==> src/rtl/scale_shift_pkg.sv <==
// ============================================================================
// scale_shift_pkg : shared constants and shift/round helpers for scale_shift
// Revision 1.0
// ============================================================================
`default_nettype none

package scale_shift_pkg;

  localparam int PIPE_LATENCY = 2;

  // Stored shift values above the width headroom are pinned to it.
  function automatic int unsigned clamp_shift(input int unsigned s,
                                              input int unsigned smax);
    return (s > smax) ? smax : s;
  endfunction

  function automatic bit rnd_active(input bit use_rnd, input int unsigned s);
    return use_rnd && (s != 0);
  endfunction

endpackage

`default_nettype wire

==> src/rtl/scale_shift_sat_round.sv <==
// ============================================================================
// sat_round : combinational shift / round-half-up / saturate of one sample
// Revision 1.0
// ============================================================================
`default_nettype none

module sat_round
  import scale_shift_pkg::*;
#(
  parameter int DW      = 32,
  parameter int OW      = 20,
  parameter int SW      = 4,
  parameter bit USE_SAT = 1'b1,
  parameter bit USE_RND = 1'b1
) (
  input  logic signed [DW-1:0] i_data,
  input  logic        [SW-1:0] i_shift,
  output logic        [OW-1:0] o_data,
  output logic                 o_ovf
);

  localparam int unsigned       C_MAXS = DW - OW;
  localparam logic signed [DW:0] C_ONE = (DW+1)'(1);
  localparam logic signed [DW:0] C_HI  = {{(DW-OW+2){1'b0}}, {(OW-1){1'b1}}};
  localparam logic signed [DW:0] C_LO  = {{(DW-OW+2){1'b1}}, {(OW-1){1'b0}}};

  int unsigned         w_s;
  logic signed [DW:0]  w_bias;
  logic signed [DW:0]  w_sum;
  logic signed [DW:0]  w_r;

  // One extra bit of headroom keeps the rounding add from wrapping.
  always_comb begin
    w_s    = clamp_shift(32'(i_shift), C_MAXS);
    w_bias = rnd_active(USE_RND, w_s) ? (C_ONE <<< (w_s - 1)) : '0;
    w_sum  = {i_data[DW-1], i_data} + w_bias;
    w_r    = w_sum >>> w_s;
    o_ovf  = (w_r > C_HI) || (w_r < C_LO);
    if (o_ovf && USE_SAT) begin
      o_data = w_r[DW] ? C_LO[OW-1:0] : C_HI[OW-1:0];
    end else begin
      o_data = w_r[OW-1:0];
    end
  end

endmodule

`default_nettype wire

==> src/rtl/scale_shift.sv <==
// ============================================================================
// scale_shift : per-channel TDM shift/round/saturate, two-cycle pipeline
// Revision 1.0
// ============================================================================
`default_nettype none

module scale_shift
  import scale_shift_pkg::*;
#(
  parameter int DW      = 32,
  parameter int OW      = 20,
  parameter int NCH     = 4,
  parameter int SW      = 4,
  parameter bit USE_SAT = 1'b1,
  parameter bit USE_RND = 1'b1,
  localparam int CW     = (NCH > 1) ? $clog2(NCH) : 1
) (
  input  logic          clk,
  input  logic          rst,
  input  logic [DW-1:0] data_in,
  input  logic          strobe_in,
  input  logic          frame_in,
  input  logic          shift_we,
  input  logic [CW-1:0] shift_addr,
  input  logic [SW-1:0] shift_wdata,
  input  logic          ovf_clr,
  output logic [OW-1:0] data_out,
  output logic          strobe_out,
  output logic [CW-1:0] chan_out,
  output logic          ovf,
  output logic [NCH-1:0] ovf_sticky
);

  if (PIPE_LATENCY != 2 || OW >= DW || NCH < 1 || NCH > 16) begin : g_param_check
    $error("scale_shift: unsupported parameter set");
  end

  localparam logic [CW-1:0] C_LAST = CW'(NCH - 1);

  logic [SW-1:0]  r_shift [NCH];
  logic [CW-1:0]  r_chan;
  logic [CW-1:0]  w_chan;

  logic           r_s1_vld;
  logic [DW-1:0]  r_s1_data;
  logic [CW-1:0]  r_s1_chan;
  logic [SW-1:0]  r_s1_shift;

  logic [OW-1:0]  w_data;
  logic           w_ovf;
  logic [NCH-1:0] w_set;

  logic [OW-1:0]  r_data;
  logic           r_strobe;
  logic [CW-1:0]  r_chan_out;
  logic           r_ovf;
  logic [NCH-1:0] r_sticky;

  always_comb begin
    w_chan = (frame_in || r_chan == C_LAST) ? '0 : r_chan + CW'(1);
    w_set  = (r_s1_vld && w_ovf) ? (NCH'(1) << r_s1_chan) : '0;
  end

  // Stage 1 reads the shift table before any same-edge write lands.
  always_ff @(posedge clk) begin
    if (rst) begin
      r_chan     <= C_LAST;
      r_s1_vld   <= 1'b0;
      r_s1_data  <= '0;
      r_s1_chan  <= '0;
      r_s1_shift <= '0;
      for (int i = 0; i < NCH; i++) r_shift[i] <= '0;
    end else begin
      r_s1_vld <= strobe_in;
      if (strobe_in) begin
        r_chan     <= w_chan;
        r_s1_data  <= data_in;
        r_s1_chan  <= w_chan;
        r_s1_shift <= r_shift[w_chan];
      end
      if (shift_we && (32'(shift_addr) < NCH)) begin
        r_shift[shift_addr] <= shift_wdata;
      end
    end
  end

  sat_round #(
    .DW      (DW),
    .OW      (OW),
    .SW      (SW),
    .USE_SAT (USE_SAT),
    .USE_RND (USE_RND)
  ) u_sat_round (
    .i_data  (r_s1_data),
    .i_shift (r_s1_shift),
    .o_data  (w_data),
    .o_ovf   (w_ovf)
  );

  // Outputs hold between strobes; a coincident set beats ovf_clr.
  always_ff @(posedge clk) begin
    if (rst) begin
      r_strobe   <= 1'b0;
      r_data     <= '0;
      r_chan_out <= '0;
      r_ovf      <= 1'b0;
      r_sticky   <= '0;
    end else begin
      r_strobe <= r_s1_vld;
      if (r_s1_vld) begin
        r_data     <= w_data;
        r_chan_out <= r_s1_chan;
        r_ovf      <= w_ovf;
      end
      r_sticky <= (ovf_clr ? '0 : r_sticky) | w_set;
    end
  end

  assign data_out   = r_data;
  assign strobe_out = r_strobe;
  assign chan_out   = r_chan_out;
  assign ovf        = r_ovf;
  assign ovf_sticky = r_sticky;

endmodule

`default_nettype wire

==> config.mk <==
export PLATFORM = sky130hd
export DESIGN_NAME = scale_shift
export DESIGN_NICKNAME = d
export VERILOG_FILES = /design/src/rtl/scale_shift_pkg.sv /design/src/rtl/scale_shift_sat_round.sv /design/src/rtl/scale_shift.sv
export SDC_FILE = /design/constraint.sdc
export NUM_CORES = 1
export LEC_CHECK = 0
export ABC_AREA = 1
export CORE_AREA = 4 4 133 135
export CTS_CLUSTER_DIAMETER = 200
export DETAILED_ROUTE_END_ITERATION = 7
export DIE_AREA = 0 0 137 139
export PLACE_DENSITY = 0.77
export SLEW_MARGIN = 20
export SYNTH_ARGS = -nofsm -noshare
export SYNTH_HDL_FRONTEND = slang
export SYNTH_SLANG_ARGS = --single-unit
==> constraint.sdc <==
create_clock -name clk -period 8.1 [get_ports clk]
set_input_delay 1.215 -clock clk [delete_from_list [all_inputs] [get_ports clk]]
set_output_delay 1.215 -clock clk [all_outputs]
set_load 0.05 [all_outputs]
======== After elaboration in Yosys (flattened, before gate mapping) ========
Memories as Yosys holds them, arrays and structs flattened. A register that Yosys moved wholly into a read port is not among the register bits.
Cells that the tools add are included.
W data, S select, Z words.
word-level totals
  register bits after elaboration ......... 65
  RAM bits ................................ 16
  bits of input ports ..................... 44
  output and inout port bits .............. 28
  word-level logic and storage cells ...... 41
  memories ................................ 1
memory list
  memory   words  bits a word  read ports  clocked after memory_dff  wr ports  line               source
  r_shift  4      4            1           1                         4         scale_shift.sv:40  logic [SW-1:0] r_shift [NCH];
cells by class
  $add $sub $neg .......................... 3
  magnitude comparators ................... 3
  equal/unequal tests ..................... 1
  shift operators ......................... 3
  muxes and demuxes ....................... 15
  bitwise logic cells ..................... 1
  reductions and logical operators ........ 5
operators by type and width
  operator                  count
  $mux W20                  2
  $add A33 B33 Y33          1
  $gt A33 B20 Y1 const B    1
  $lt A33 B20 Y1 const B    1
  $mux W33                  1
  $sshl A1 B32 Y33 const A  1
  $sshr A33 B32 Y33         1
  $reduce_bool A32 Y1       1
  $sub A32 B1 Y32 const B   1
  $mux W4                   4
  $mux W1                   6
  $gt A4 B4 Y1 const B      1
  $mux W2                   2
  $or A4 B4 Y4              1
  $reduce_or A4 Y1          1
  $shl A1 B2 Y4 const A     1
  $add A2 B1 Y2 const B     1
  $eq A2 B2 Y1 const B      1
  $logic_or A1 B1 Y1        2
  $logic_and A1 B1 Y1       1

======== Logic depth before layout (Yosys ltp) ========
Gate-level depths: netlist (run 1).
  depth after elaboration ................. 12
  depth in mapped cells ................... 38
  depth with buffers taken out ............ 34

======== By module ========
From an unflattened synthesis (run 1), not the netlist that was laid out.
second synthesis, totals
  cells, all modules ...................... 1568
  area, all modules ....................... 8803.4 sq um
by module, submodules not included
  module       instances  cells an instance  area an instance (sq um)
  sat_round    1          1176               5514.0
  scale_shift  1          392                3289.4

======== Worst setup path before layout (run 1) ========
No wires, ideal clock.
  path kind ............................... reg2reg
  from .................................... register r_s1_shift[3], read port of r_shift
  to ...................................... register r_data[10], in the netlist data_out[10]
  arrival ................................. 4603 ps
  data required time ...................... 7978 ps
  slack ................................... 3375 ps
  cell stages (with the launch flop) ...... 36
  period minus slack after synthesis ...... 4725 ps
  path through ............................ dfxtp_1 -> buf_2 -> nand2_1 -> nand2_1 -> clkbuf_1 -> clkbuf_1 -> ha_1 -> a22oi_1 -> nand3_1 -> nor2_1 -> nand2_1 -> nor2_1 -> ha_1 -> inv_1 -> fa_1 -> inv_1 -> nand3_1 -> nand2_2 -> nand2_1 -> nand2_1 -> nand2_1 -> nand2_2 -> nand2_2 -> nand3_2 -> nand2_4 -> inv_4 -> nand2_1 -> nand3_1 -> nand2_1 -> a21oi_1 -> nand3_1 -> nor2_4 -> nand2_4 -> a21oi_4 -> buf_12 -> a21oi_2
on the way
  cells in the longest elaborated chain, start to end .. 10
  elaborated cells between the ends (all ways) .. 13
  classes of those cells .................. add/sub: 2; order compare: 3; shift: 2; mux: 4; reduce/logical: 2
RTL lines
  element                                           line                         source
  start: declaration                                scale_shift.sv:47            logic [SW-1:0] r_s1_shift;
  $gt A4 B4 Y1                                      scale_shift_pkg.sv:14        return (s > smax) ? smax : s;
  $mux W4 (*)                                       scale_shift_pkg.sv:14
  $sub A32 B1 Y32                                   scale_shift_sat_round.sv:35  w_bias = rnd_active(USE_RND, w_s) ? (C_ONE <<< (w_s - 1)) : '0;
  $sshl A1 B32 Y33                                  scale_shift_sat_round.sv:35
  $mux W33                                          scale_shift_sat_round.sv:35
  $add A33 B33 Y33                                  scale_shift_sat_round.sv:36  w_sum = {i_data[DW-1], i_data} + w_bias;
  $sshr A33 B32 Y33 (*)                             scale_shift_sat_round.sv:37  w_r = w_sum >>> w_s;
  $gt A33 B20 Y1 or $lt A33 B20 Y1 (tied branches)  scale_shift_sat_round.sv:38  o_ovf = (w_r > C_HI) || (w_r < C_LO);
  $logic_or A1 B1 Y1                                scale_shift_sat_round.sv:38
  $mux W20 (*)                                      scale_shift_sat_round.sv:39  if (o_ovf && USE_SAT) begin
  end signal: assignment                            scale_shift.sv:111           r_data <= w_data;
  end: declaration                                  scale_shift.sv:53            logic [OW-1:0] r_data;
Every way passes the cells marked *; elsewhere a longest branch is shown, timed or not.
A chain may end at the register's enable or synchronous reset.

======== Worst setup path in the final report (run 1) ========
  from .................................... register r_s1_shift[2], read port of r_shift
  to ...................................... register r_data[8], in the netlist data_out[8]
The elaborated chain is that of the path after synthesis.

==> impl_metrics.ini, run 1 <==
[yosys]
synth_top_area_frac = 0.186
netlist_top_cells_area = nand2_1 19%, dfxtp_1 18%, nand3_1 8.4%
ys_warn_count = 0
ys_top_cells_by_count = 389 x nand2_1, 167 x inv_1, 146 x nor2_1, 132 x nand3_1, 101 x o21ai_0
synth-seq-area-share = 0.237
synthMostInstantiatedCell = nand2_1
synth_area_leader_cell = nand2_1
synth.distinct_cells = 50
synthArstFlopShare = 0
synth_edf_count = 16
synth_seq_cells = 85
syn_inst = 1326
synth_flop_cell = dfxtp_1
syn_avg_cell_area_um2 = 5.92
syn_area_um2 = 7850

[clock_tree]
htree_levels = 3
post-cts-setup-buffer-count = 0
ctsHoldBuffers = 0
clock_path_buffers = 2
cts_resized = 0
cts_made_buffers = 9
clk_latency_ns = 0.37
cts.sinks = 85
cts-root-buf = clkbuf_16
cts_tree = built
clk_pin_slew_worst_paths_ns = 0.07

[global_route]
track_usage = 0.231
first_global_vias = 7536
grt_overflow = 0
grt_antenna_before_repair = 0
grt_pass1_wl_um = 35800
grt_max_degree = 58

[die]
initial_core_util = 0.477
dieHeight_um = 139
die_x_um = 137
pin_count = 72
rows = 47
core_um2 = 16500
dieArea_um2 = 19000

[power]
vdd_drop_max_mv = 0.111
powerDensity_nw_per_um2 = 157
power_uw = 1420
leakage_uw = 0.00447

[cells_and_area]
nNetsFinal = 1467
stdcell_area_um2 = 9050
antennaDiodeCount = 0
fillers = 1653
area_growth_pct = 15.2
drive_gt1_frac = 0.0834
seqCellArea_um2 = 1860
multi_input_area_um2 = 5150

[placed_design]
place_ws_ns = 2.41
gp_congestion = 0.973
place_area_um2 = 8740
io_buffers = 71
place_hpwl_um = 17000

[timing]
period_share = 0.711
rsz0062_at_grt = false
period_needed_ns = 5.76
worstMarginPinSlew_ns = 1.01
fin_tns_setup_ns = 0
hold_viol_final = 0
drv_slew = 0
worst_slew_margin_rel = 0.327
worst_slack_ns = 2.34
finalSetupViolCount = 0
finClkSkew_ns = 0.0101
fmax_mhz = 174

[drt]
drc = 0
viasPerCell = 5.13
wl_um = 21500
vias = 8269
firstDrtPassIters = 5
drt_iter0_drc = 740
wire_per_inst_um = 13.4
postRouteAntennaNets = 0

[critical_path]
crit_path_end_kind = register
start_kind = register
cp_slowest_cell = dfxtp_1
worst_ep_arrival_time_ns = 5.98
max_stage_delay_ns = 0.99
cp_common_cell = nand2_1
crit_type = reg2reg
crit_required_ns = 8.32
crit_fanout = 40

[job]
cap_violations = 0

[worst_hold_path]
holdCritPathClass = reg2reg

[run_status]
run_status = completed
[sequential cells by signal, summed over array words and instances, names as in the netlist]
| signal | cells |
|---|---|
| ovf_sticky | 4 |
| r_chan | 2 |
| r_s1_data | 32 |
| r_s1_chan | 2 |
| chan_out | 2 |
| r_s1_vld | 1 |
| r_s1_shift | 4 |
| ovf | 1 |
| r_shift | 16 |
| strobe_out | 1 |
| data_out | 20 |
[report_power, final]
group | switching [uW] | internal (uW) | total [uW]
Combinational | 340 | 178 | 518
Clock | 204 | 219 | 423
Sequential | 20.8 | 460 | 480
[stage by stage]
stage | cells | hold WS (ns) | util
floorplan | 1341 | 0.445 | -
global placement | 1595 | 0.453 | 0.531
detailed placement | 1595 | 0.457 | 0.531
CTS | 1611 | 0.468 | 0.549
global route | 1611 | 0.480 | 0.549
finish | 1611 | 0.464 | 0.549
[area by class of cell]
class | count | share of cell area
clock buffers | 9 | 0.0249
repair buffers | 79 | 0.0852
well taps | 220 | 0.0304
clock inverters | 7 | 0.00844
flip-flops and latches | 85 | 0.206
inverters | 182 | 0.0758
multi-input cells | 1029 | 0.569
[cell usage in the layout (no fill, tap or decap), types with 3 or more instances in the layout]
cell type        count
nand3_1            132
o22ai_1              5
inv_2                8
conb_1              16
clkbuf_16            9
inv_8                3
nand3_2             11
ha_1                36
nand2_2             33
nor2_1             146
nor2_2              14
nand2_1            389
and2_1               8
inv_1              167
a21oi_1             44
a31oi_1              6
nor3_1               9
o21a_1               3
clkdlybuf4s50_1     71
a21oi_2             11
o21ai_0            101
o21bai_1             5
nor3_2               5
clkinv_1             6
mux2i_1              4
edfxtp_1            16
dfxtp_1             69
nand2_4              3
nand4_1             11
buf_4                8
xor2_1              16
[layer usage]
layer | track usage | routed length (um) | vias to the layer above
met5 | 0 | 0 | -
met1 | 0.303 | 9710 | 3662
met2 | 0.391 | 10300 | 217
met3 | 0.0225 | 997 | 39
li1 | - | - | 4351
met4 | 0.0840 | 512 | 0
[worst max-delay path, delay by kind of cell, from the launching register on]
family	cells	cell delay (ns)
compound gates	2	0.67
xor+xnor	1	0.23
fa+ha+maj	3	0.90
buf+inv	3	0.52
flops	1	0.99
simple gates	21	2.26
[kinds of logic (layout without fill, tap and decap cells)]
kind of cell	Yosys count	in the layout	share of synthesized area
other	1	16	0.000478
xor gates and xnor gates	18	18	0.0201
DFF	85	85	0.237
and+or+nand+nor	766	766	0.428
muxes	4	4	0.00510
AOI/OAI and AO/OA	188	188	0.136
adders and majority gates	37	37	0.0599
buffers and inverters	227	277	0.114
[final timing paths]
path	from	to	slack, ns	cells after the start
max	r_s1_shift[2]	data_out[8]	2.34	30
min	chan_out[1]	chan_out[1]	0.46	2
max reg2reg	r_s1_shift[2]	data_out[8]	2.34	30
min reg2reg	chan_out[1]	chan_out[1]	0.46	2
Note: power is estimated with default switching activity, not from simulation.
==> run 2: changes to the inputs <==
Settings changed: PLACE_DENSITY 0.77 to 0.8.
Clock period 8.1 ns to 5.3 ns, I/O delays scaled along.
==> run 2 against run 1 <==
Cell area rose by 0.69%. Combinational power rose by 55%. Die area did not move. Utilization rose by 0.38 points. Sequential share of layout area fell by 0.14 points. Wire length rose by 2.1%. Sequential power rose by 52%. Setup slack got worse by 1.7 ns. Global-route usage rose by 0.43 points. Critical endpoint is now data_out[4]. Highest routed layer unchanged.
==> impl_metrics.ini, run 2 (synthesized netlist as in run 1, its figures left out) <==
[cells_and_area]
stdcell_area_um2 = 9110
antennaDiodeCount = 0
layout_common_cells = 389 x nand2_1, 167 x inv_1, 146 x nor2_1
nNetsFinal = 1472
largest_reg_flops = 32
area_growth_pct = 16.0
drive_gt1_frac = 0.0867
top_register = r_s1_data
fin_util = 0.553
layout_commonest_cell = nand2_1

[global_route]
grt_max_degree = 45
track_usage = 0.235
grt_antenna_before_repair = 0
grt_pass1_wl_um = 36300
first_global_vias = 7770
grt_overflow = 0

[drt]
vias = 8377
drt_iter0_drc = 758
met1_length_um = 9450
wl_met2_um = 10700
firstDrtPassIters = 8
wl_um = 22000
routed.top_layer = met4
viasPerCell = 5.18
drc = 0
wire_per_inst_um = 13.6
postRouteAntennaNets = 0
wl_met3_um = 1190

[clock_tree]
cts_tree = built
cts_made_buffers = 9
clk_latency_ns = 0.37
clk_pin_slew_worst_paths_ns = 0.07
clock_path_buffers = 2
cts-root-buf = clkbuf_16
cts.sinks = 85
htree_levels = 3

[power]
p_int_uw = 1310
netSwitchingPower_uw = 870
pwr-share-seq = 0.334
vdd_drop_max_mv = 0.160
p_sw_frac = 0.398
p_clk_frac = 0.298
power_frac_comb = 0.367
powerDensity_nw_per_um2 = 240
leakage_uw = 0.00450

[timing]
fmax_mhz = 213
rsz0062_at_grt = false
fin_tns_setup_ns = 0
finClkSkew_ns = 0.00564
worst_slew_margin_rel = 0.470
period_share = 0.884
period_needed_ns = 4.69
hold_viol_final = 0
worstMarginPinSlew_ns = 0.791
finalSetupViolCount = 0
drv_slew = 0

[die]
pin_count = 72
core_um2 = 16500
initial_core_util = 0.477
rows = 47
dieArea_um2 = 19000
dieHeight_um = 139
die_x_um = 137

[critical_path]
crit_required_ns = 5.55
worst_ep_arrival_time_ns = 4.94
crit_path_end_kind = register
cp_slowest_cell = fa_1
start_kind = register
crit_start = r_s1_shift[3]
r2r-start = r_s1_shift[3]
max_stage_delay_ns = 0.39
crit_type = reg2reg
crit_fanout = 27

[placed_design]
place_hpwl_um = 17500
place_area_um2 = 8770
io_buffers = 71
gp_congestion = 1.03

[run_status]
run_status = completed

[worst_hold_path]
holdCritPathClass = reg2reg
hp-start = ovf_sticky[3]

[job]
cap_violations = 0
run 2: cell count changes in the layout (fill, tap and decap cells not counted):
| cell | delta |
|---|---|
| buf_12 | +1 |
| buf_6 | +1 |
| nand2_8 | +1 |
| buf_4 | +3 |
| nand2_4 | -1 |
run 2: path summary, 6_finish.rpt:
| kind | to | slack (ns) | depth (start not counted) |
|---|---|---|---|
| max reg2reg | data_out[4] | 0.61 | 31 |
| min reg2reg | ovf_sticky[3] | 0.47 | 2 |
| max | data_out[4] | 0.61 | 31 |
| min | ovf_sticky[3] | 0.47 | 2 |
run 2: layer usage:
metal  GRT usage  vias up
li1            -     4355
met1       0.297     3737
met2       0.408      235
met3      0.0341       50
met4      0.0746        0
met5           0        -
run 2: worst max-delay path: cells and delay by family (launching register included):
family | cells | cell delay, ns
AO/OA/AOI/OAI | 4 | 0.74
AND/OR/NAND/NOR | 20 | 2.11
flip-flops | 1 | 0.34
adder cells (fa/ha/maj) | 2 | 0.58
buffers and inverters | 5 | 0.80
run 2: cell type report:
cell class | instances | area, um2
well taps | 220 | 275
fillers | 1720 | 7360
repair buffers | 84 | 825
inverters | 182 | 686
multi-input cells | 1029 | 5160
clock inverters | 7 | 76.3
flip-flops and latches | 85 | 1860
clock buffers | 9 | 225
run 2: power groups by stage:
stage	combinational [uW]	sequential, uW	clock [uW]
finish	802	730	652
global route	903	734	680
CTS	789	730	657
detailed placement	783	744	0
global placement	778	743	0
floorplan	549	779	0
run 2: what timing repair did:
action | CTS | global route
hold endpoints to repair | 0 | 0
hold buffers | 0 | 0
endpoints found under the setup margin | 0 | 19
setup buffers | 0 | 1
resized for setup | 0 | 2
run 2: per-stage QoR:
step                worst slack [ns]  hold slack [ns]  power, uW  std cells
finish                         0.614            0.467       2180       1616
CTS                            0.393            0.471       2180       1615
global route                  0.0418            0.498       2320       1616
global placement               0.459            0.453       1520       1599
detailed placement             0.387            0.461       1530       1599
floorplan                      0.575            0.445       1330       1341
==> run 3: changes to the inputs <==
Settings changed: HOLD_SLACK_MARGIN set to 0.05, SETUP_SLACK_MARGIN set to 0.02, TNS_END_PERCENT set to 30.
==> results of run 3 <==
Final layout, timing and power as in run 2 (identical DEF).
